### src/rtl/isr_seq_pkg.sv
// isr_seq_pkg: shared state encoding and config field positions for the interrupt sequencer.
package isr_seq_pkg;
  typedef enum logic [1:0] {IDLE, TAKE, ISR, RET} isr_state_t;
  localparam int MASK_LSB = 0;
  function automatic int ie_bit(input int num_src);
    return num_src;
  endfunction
endpackage

### src/rtl/sat_counter.sv
// sat_counter: counter that sticks at all-ones instead of wrapping.
module sat_counter #(
  parameter int WIDTH = 8
) (
  input  logic             clk,
  input  logic             clr,
  input  logic             inc,
  output logic [WIDTH-1:0] count
);
  logic [WIDTH-1:0] count_q;
  always_ff @(posedge clk or negedge clr)
    if (!clr) count_q <= '0;
    else if (inc && !(&count_q)) count_q <= count_q + 1'b1;
  assign count = count_q;
endmodule

### src/rtl/isr_sequencer.sv
// isr_sequencer: takes an interrupt at an instruction boundary, redirects to the vector,
// blocks further interrupts until reti, then restores the saved return PC.
module isr_sequencer
  import isr_seq_pkg::*;
#(
  parameter int PC_WIDTH  = 8,
  parameter int NUM_SRC   = 4,
  parameter int CNT_WIDTH = 8
) (
  input  logic                 clk,
  input  logic                 clr,
  input  logic                 i_pending,
  input  logic [PC_WIDTH-1:0]  vec_pc,
  input  logic [PC_WIDTH-1:0]  pc_in,
  input  logic                 instr_boundary,
  input  logic                 reti,
  input  logic                 cfg_we,
  input  logic [NUM_SRC:0]     cfg_wdata,
  output logic                 enable_out,
  output logic [NUM_SRC-1:0]   mask_out,
  output logic                 i_clr,
  output logic                 pc_load,
  output logic [PC_WIDTH-1:0]  pc_load_val,
  output logic                 stall,
  output logic                 in_isr,
  output logic [CNT_WIDTH-1:0] irq_count,
  output logic                 spurious_reti
);
  localparam int IeBit = ie_bit(NUM_SRC);
  isr_state_t state_q, state_d;
  logic ie_q, spur_q, take;
  logic [NUM_SRC-1:0] mask_q;
  logic [PC_WIDTH-1:0] epc_q, vec_q;
  assign enable_out = ie_q && state_q == IDLE;
  assign take = i_pending && enable_out && instr_boundary;
  always_comb
    state_d = (state_q == IDLE) ? (take ? TAKE : IDLE) :
              (state_q == TAKE) ? ISR :
              (state_q == ISR)  ? (reti ? RET : ISR) : IDLE;
  // Config writes land even on a take cycle; the take already used the old ie.
  always_ff @(posedge clk or negedge clr)
    if (!clr) begin
      state_q <= IDLE;
      ie_q    <= 1'b0;
      mask_q  <= '0;
      epc_q   <= '0;
      vec_q   <= '0;
      spur_q  <= 1'b0;
    end else begin
      state_q <= state_d;
      if (cfg_we) begin
        ie_q   <= cfg_wdata[IeBit];
        mask_q <= cfg_wdata[MASK_LSB +: NUM_SRC];
      end
      if (take) begin
        epc_q <= pc_in;
        vec_q <= vec_pc;
      end
      if (reti && state_q != ISR) spur_q <= 1'b1;
    end
  assign mask_out      = mask_q;
  assign pc_load       = state_q == TAKE || state_q == RET;
  assign stall         = pc_load;
  assign i_clr         = state_q == TAKE;
  assign in_isr        = state_q == ISR;
  assign spurious_reti = spur_q;
  assign pc_load_val   = (state_q == TAKE) ? vec_q : (state_q == RET) ? epc_q : '0;
  sat_counter #(.WIDTH(CNT_WIDTH)) u_cnt (
    .clk  (clk),
    .clr  (clr),
    .inc  (state_q == TAKE),
    .count(irq_count)
  );
endmodule

### config.mk
export PLATFORM = sky130hd
export DESIGN_NAME = isr_sequencer
export DESIGN_NICKNAME = d
export VERILOG_FILES = /design/src/rtl/isr_seq_pkg.sv /design/src/rtl/sat_counter.sv /design/src/rtl/isr_sequencer.sv
export SDC_FILE = /design/constraint.sdc
export NUM_CORES = 1
export LEC_CHECK = 0
export ABC_CLOCK_PERIOD_IN_PS = 5050
export BUFFER_PORTS_ARGS = -buffer_cell sky130_fd_sc_hd__buf_4
export CAP_MARGIN = 20
export CORE_MARGIN = 3
export CORE_UTILIZATION = 52
export CTS_CLUSTER_DIAMETER = 30
export DETAILED_ROUTE_END_ITERATION = 6
export PLACE_DENSITY = 0.83
export SLEW_MARGIN = 20
export SYNTH_ARGS = -nofsm -noshare
export SYNTH_HDL_FRONTEND = slang
export SYNTH_SLANG_ARGS = --single-unit
### constraint.sdc
create_clock -name clk -period 5.05 [get_ports clk]
set_clock_uncertainty 0.15 [all_clocks]
set_input_delay 0.505 -clock clk [delete_from_list [all_inputs] [get_ports clk]]
set_output_delay 0.505 -clock clk [all_outputs]
set_load 0.01 [all_outputs]
==> run metrics, run 1 <==
WHS Path Cells=2; type of origin of the critical path=flip-flop; aggregate global-route resource usage=19.69%; Final Power=0.9287 mW; routed length per instance=15.07 µm; CP Capture Type=primary output; WP data arrival=1.91 ns; drt first pass iters=4; input/output buffers=52; first-pass GRT wire length=5168 µm; Reg area=800.8 µm²; clock latency at the later pin of the worst-skew pair=0.33 ns; kind of critical path=flip-flop to primary output; Yosys reg bits=32; min-delay worst type=input port to flip-flop; Site Rows=18; Yosys top cell area share=53.07%; endpoints failing setup=0; status=finished, final reports clean; fmax=0.3891 GHz; Hold Crit Endpoint=spurious_reti; CP Max Fanout=24; RSZ-0062 raised after global routing=no; Nets=209; Post-synth top cells=dfrtp_1, nand2_1, mux2_2; ys flop type=dfrtp_1; Rel. slew slack=50.27%; FFs w/ async S/R, synth=100.0%; worst path cell trace=inv_1, ha_1, o21ai_0, buf_4; Leak=0.9808 nW; crit share post-route=50.89%; largest net degree at the start of global routing=33; Post-Syn Area per Cell=12.37 µm²; io pins=53; Die ar.=3584 µm²; ANT cells=0; DP Worst Slack=2.869 ns; CTS sink count=32; Layout Utilization=75.72%; post-synthesis cell type count=28; initial antenna violation count=0; minimum clock period=2.570 ns; root buf cell=clkbuf_4; Yosys top cell by area=dfrtp_1; Max Cap Viol=0; number of global-route vias before repair=1,244; FILL cells=191; PostCTS Resize Cnt=0; setup ws final=2.480 ns; R2R setup slack=2.85 ns; setup bufs post-CTS=0; design area=1978 µm²; DIE HEIGHT=59.87 µm; setup_tns=0 ns; Max clock buf depth=2; Reg2Reg Capture Point=u_cnt.count[7]; share of post-route cells with drive strength above 1=50.00%; reg2reg start=state_q[1]; Via Count=1,115; highest-delay cell along the critical path=ha_1; grt total ovfl=0; Post-synth EDFFs=0; CTS tree=done; Multi-input gate area=659.4 µm²; PD cells=469.5 nW/µm²; Final Max Tran Viols=0; WL final=3134 µm; HPWL Detailed=2371 µm; Area Growth Syn to Fin=31.09%; CTS Buf Count=5; Seq/Total Area, Yosys=53.07%; depth of the worst register-to-register path=5; Remaining DRCs=0; Iter 0 DRT Violations=29; Final Hold Viols=0; net count after synthesis=154; Initial Utilization=57.76%; Worst path max stage delay=0.64 ns; Placement Cell Area=1907 µm²; Max H-tree Level=2; drt via density=5.361; most frequent cell after synthesis=dfrtp_1; cell count after synthesis=122; die width=59.87 µm; Req. time, crit path=4.39 ns; GP Congestion=0.8664; CTS clk-pin slew, worst paths=0.10 ns; Post-Syn Area=1509 µm²; worst vdd ir=381.4 µV; synth warn=0; worst slew pin tran=0.7460 ns; core area=2613 µm²; Final ANT Viol Nets=0; hold_sp=reti; Synth area leaders=dfrtp_1, mux2_2, mux2_4, nand2_1, ha_1
-- worst max-delay path: cells and delay by family, from the launching register on --
family / cells / cell delay [ns]
fa+ha+maj: 1 / 0.64
flops: 1 / 0.41
buf+inv: 2 / 0.28
compound gates: 1 / 0.25
-- cell usage in the layout (no fill, tap or decap), types with 3 or more instances in the layout --
master     n
nand2_1   19
o21ai_0    8
buf_4     52
nand3_1    3
clkbuf_4   5
ha_1       5
dfrtp_1   32
inv_1      5
mux2_4     9
mux2_2    15
-- metal layers --
layer	part of all wire [%]	GRT usage (%)	vias to the layer above
met5	0	0	-
met4	2.0	9.810	0
met3	6.7	6.479	6
met2	49	33.33	42
met1	42	21.96	538
li1	-	-	529
-- repair_timing --
item | CTS | global route
endpoints found under the setup margin | 0 | 0
hold endpoints to repair | 32 | 0
hold buffers | 1 | 0
-- flip-flops by register name, indices dropped and copies added, names as in the netlist --
register	count
mask_out	4
epc_q	8
spurious_reti	1
ie_q	1
vec_q	8
state_q	2
u_cnt.count	8
-- cells by family after synthesis --
kind of cell / Yosys count / synth area share [%]
compound gates: 16 / 6.552
xor+xnor: 2 / 1.161
fa+ha+maj: 5 / 4.146
buf+inv: 10 / 3.234
flops: 32 / 53.07
mux: 25 / 20.90
simple gates: 32 / 10.95
-- worst max path at each step --
| stage | startpoint | end | slack, ns | cells past startpoint |
|---|---|---|---|---|
| 4_1_cts | state_q[1] | pc_load_val[4] | 2.48 | 4 |
| 5_1_grt | state_q[1] | pc_load_val[3] | 2.34 | 4 |
| 3_5_place_dp | state_q[1] | pc_load_val[4] | 2.87 | 4 |
| 2_1_floorplan | state_q[0] | stall | 3.04 | 4 |
| 6_report | state_q[1] | pc_load_val[4] | 2.48 | 4 |
| 3_3_place_gp | state_q[1] | u_cnt.count[7] | 2.95 | 5 |
-- power by group --
part           internal (mW)  total, mW  switching (mW)  leakage, nW
logic                  0.205      0.357           0.152        0.553
registers              0.349      0.419          0.0700        0.390
clock network         0.0662      0.153          0.0866       0.0380
total                  0.620      0.929           0.309        0.981
-- per-stage QoR --
step,hold slack (ns),std cells
floorplan,0.05941,122
global placement,0.2968,199
detailed placement,0.3064,199
CTS,0.2227,208
global route,0.2254,208
finish,0.2358,208
-- area by class of cell --
| class | instances | share of cell area (%) |
|---|---|---|
| Clock inverter | 2 | 0.5060 |
| Tap cell | 30 | 1.898 |
| Inverter | 5 | 0.9488 |
| Multi-Input combinational cell | 80 | 33.33 |
| Timing Repair Buffer | 53 | 20.24 |
| Sequential cell | 32 | 40.48 |
| Clock buffer | 6 | 2.593 |
(Power assumes the default switching activity.)
==> run 2: changes to the inputs <==
--- a/config.mk
+++ b/config.mk
@@ -5,14 +5,15 @@
 export SDC_FILE = /design/constraint.sdc
 export NUM_CORES = 1
 export LEC_CHECK = 0
-export ABC_CLOCK_PERIOD_IN_PS = 5050
+export ABC_AREA = 1
+export ABC_CLOCK_PERIOD_IN_PS = 2080
 export BUFFER_PORTS_ARGS = -buffer_cell sky130_fd_sc_hd__buf_4
 export CAP_MARGIN = 20
 export CORE_MARGIN = 3
-export CORE_UTILIZATION = 52
+export CORE_UTILIZATION = 44
 export CTS_CLUSTER_DIAMETER = 30
 export DETAILED_ROUTE_END_ITERATION = 6
-export PLACE_DENSITY = 0.83
+export PLACE_DENSITY = 0.75
 export SLEW_MARGIN = 20
 export SYNTH_ARGS = -nofsm -noshare
 export SYNTH_HDL_FRONTEND = slang
==> constraint.sdc (replaced) <==
create_clock -name clk -period 2.08 [get_ports clk]
set_clock_uncertainty 0.15 [all_clocks]
set_input_delay 0.208 -clock clk [delete_from_list [all_inputs] [get_ports clk]]
set_output_delay 0.208 -clock clk [all_outputs]
set_load 0.01 [all_outputs]
==> run 2 against run 1 <==
Compared with the run above:
- combinational power grew to 2.5 times the previous value
- sequential share of layout area shrank 5.3 points
- sequential cell count is the same
- clock power grew to 3.0 times the previous value
- setup slack lost 2.4 ns
- cell area grew 15%
- utilization shrank 4.0 points
- hold slack lost 0.22 ns
- highest routed layer unchanged
==> run metrics, run 2 <==
status=finished, final reports clean; clock power share=19.9% (+3.4 points); aggregate global-route resource usage=18.69% (-1.0 points); ys flop type=dfrtp_1; post-synthesis cell type count=24 (-14%); Final Power=2.307 mW (+150%); core area=3178 µm² (+22%); Via Count=1,346 (+21%); Final ANT Viol Nets=0 (unchanged); Area Growth Syn to Fin=50.12%; cell count after synthesis=167 (+37%); P_sw=0.7942 mW (+160%); RSZ-0062 raised after global routing=no; CTS tree=done; input/output buffers=52 (unchanged); sequential power share=41.0% (-4.1 points); CTS clk-pin slew, worst paths=0.09 ns (about the same); initial antenna violation count=0 (unchanged); setup_tns=0 ns (unchanged); Synth area leaders=dfrtp_1, nand2_1, o21ai_0, inv_1, ha_1; FILL cells=245 (+28%); Iter 0 DRT Violations=77 (+170%); WP data arrival=1.61 ns (-0.30 ns); xor/xnor share of the synthesized area=1.154% (-0.0067 points); DIE HEIGHT=64.73 µm (+8.1%); drt via density=4.610 (-14%); kind of critical path=flip-flop to primary output; Yosys top cell area share=52.76% (-0.31 points); largest net degree at the start of global routing=33 (unchanged); R2R setup slack=0.50 ns (-2.35 ns); minimum clock period=1.967 ns; HPWL Detailed=2346 µm (-1.1%); Seq/Total Area, Yosys=52.76% (-0.31 points); P_int=1.512 mW (+140%); synth warn=0 (unchanged); CTS Buf Count=5 (unchanged); Final Max Tran Viols=0 (unchanged); fmax=0.5085 GHz; type of origin of the critical path=flip-flop; Remaining DRCs=0 (unchanged); Post-Synth Adder-Cell Area=4.122% (-0.024 points); Max Cap Viol=0 (unchanged); Switching Share=34.43% (+1.2 points); most common cell after layout, fill and taps aside=buf_4; root buf cell=clkbuf_4; worst path cell trace=inv_1, ha_1, inv_2, buf_4, o22ai_1, buf_4; routed length per instance=11.87 µm (-21%); Yosys top cell by area=dfrtp_1; die width=64.73 µm (+8.1%); compound-cell area share of the yosys netlist=10.47% (+3.9 points); post-synthesis simple-gate area fraction=19.13% (+8.2 points); Die ar.=4190 µm² (+17%); largest family of logic cells by synthesized area=simple AND/OR/NAND/NOR gates; grt total ovfl=0 (unchanged); Max clock buf depth=2 (unchanged); clock latency at the later pin of the worst-skew pair=0.33 ns (about the same); io pins=53 (unchanged); Max H-tree Level=2 (unchanged); CP Max Fanout=6 (-75%); Rel. slew slack=72.77% (+23 points); number of global-route vias before repair=1,315 (+5.7%); share of post-route cells with drive strength above 1=32.66% (-17 points); Leak=1.144 nW (+17%); net count after synthesis=199 (+29%); Nets=279 (+33%); setup bufs post-CTS=0 (unchanged); Req. time, crit path=1.72 ns (-2.67 ns); drt first pass iters=4 (unchanged); multiplexer share of the synthesized area=3.710% (-17 points); Critical Path Source=state_q[1]; Site Rows=20 (+2); CP Capture Type=primary output; most frequent cells in the layout=buf_4, nand2_1, dfrtp_1; Post-synth top cells=nand2_1, dfrtp_1, inv_1; worst hold slack=0.01663 ns (-0.2192 ns); WL final=3467 µm (+11%); hold_sp=cfg_we; Final Hold Viols=0 (unchanged); Worst path max stage delay=0.40 ns (-0.24 ns); ANT cells=0 (unchanged); min-delay worst type=input port to flip-flop; GP Congestion=0.7872 (-9.1%); Post-synth EDFFs=0 (unchanged); first-pass GRT wire length=5940 µm (+15%); FFs w/ async S/R, synth=100.0% (unchanged); CTS sink count=32 (unchanged); reg2reg start=state_q[0]; Post-Syn Area=1518 µm² (+0.58%); CP top delay family=buffers and inverters; Initial Utilization=47.76% (-10 points); Post-Syn Area per Cell=9.088 µm² (-27%); worst slew pin tran=0.4085 ns (-0.3376 ns); highest-delay cell along the critical path=dfrtp_1; logic gate share of total power=39.2% (+0.7 points); endpoints failing setup=0 (unchanged); CP Buf/Inv Count=4 (+2); Final Non-Filler Cells=292 (+40%); most frequent cell after synthesis=nand2_1; Placed Instances=261 (+31%); Crit path top cell by count=buf_4; crit share post-route=94.55%; PD cells=1012 nW/µm² (+120%); Yosys reg bits=32 (unchanged); worst vdd ir=594.9 µV (+56%)
-- run 2: logic make-up after synthesis --
logic type | after synthesis
AND/OR/NAND/NOR | 63
multiplexers | 5
AO/OA/AOI/OAI | 29
adder cells (fa/ha/maj) | 5
XOR/XNOR | 2
flip-flops | 32
buffers and inverters | 31
-- run 2: power groups by stage --
stage,Clock (mW),Combinational (mW),Sequential [mW]
after floorplan,0,0.485,0.956
after global placement,0,0.824,0.953
after detailed placement,0,0.838,0.960
after CTS,0.475,0.885,0.947
after global routing,0.508,1.01,0.976
final,0.459,0.903,0.945
-- run 2: routing by layer --
metal / GRT usage (%) / share of wire, % / vias to the layer above
met3: 6.066 / 7.2 / 5
met5: 0 / 0 / -
met4: 5.013 / 1.6 / 0
met2: 31.80 / 48 / 42
met1: 22.63 / 43 / 611
li1: - / - / 688
-- run 2: final timing paths --
check                                  to  depth (start not counted)
setup reg to reg                 vec_q[0]                          6
min in group asynchronous  u_cnt.count[1]                          2
setup / recovery           pc_load_val[7]                          6
max in group asynchronous  u_cnt.count[3]                          2
hold / removal                mask_out[2]                          2
hold reg to reg             spurious_reti                          1
-- run 2: worst reg2reg max path, stage by stage, from the launching register on --
cell and delay [ns]:
dfrtp_1 0.41, inv_1 0.10, ha_1 0.18, nand2_1 0.10, nor2_2 0.11, buf_4 0.27, o21ai_0 0.14
-- run 2: cell type report --
cell class	instances	area [µm²]	share of cell area (%)
Multi-Input combinational cell	104	605.6	26.58
Clock inverter	2	35.03	1.538
Sequential cell	32	800.8	35.15
Timing Repair Buffer	78	643.1	28.23
Tap cell	44	55.05	2.416
Clock buffer	6	41.29	1.812
Inverter	26	97.59	4.283
-- run 2: metrics by stage --
stage | utilization [%] | area [µm²] | worst slack [ns]
finish | 71.69 | 2278 | 0.1134
global route | 71.69 | 2278 | 0.004307
CTS | 71.14 | 2261 | 0.09172
detailed placement | 61.42 | 1952 | 0.2864
global placement | 61.42 | 1952 | 0.3352
floorplan | - | 1518 | 0.4520
-- run 2: repair_timing --
action / CTS / global route
hold buffers: 23 / 0
setup endpoints to repair: 8 / 2
cloned: 0 / 0
hold endpoints to repair: 54 / 0
gates resized for setup: 2 / 3
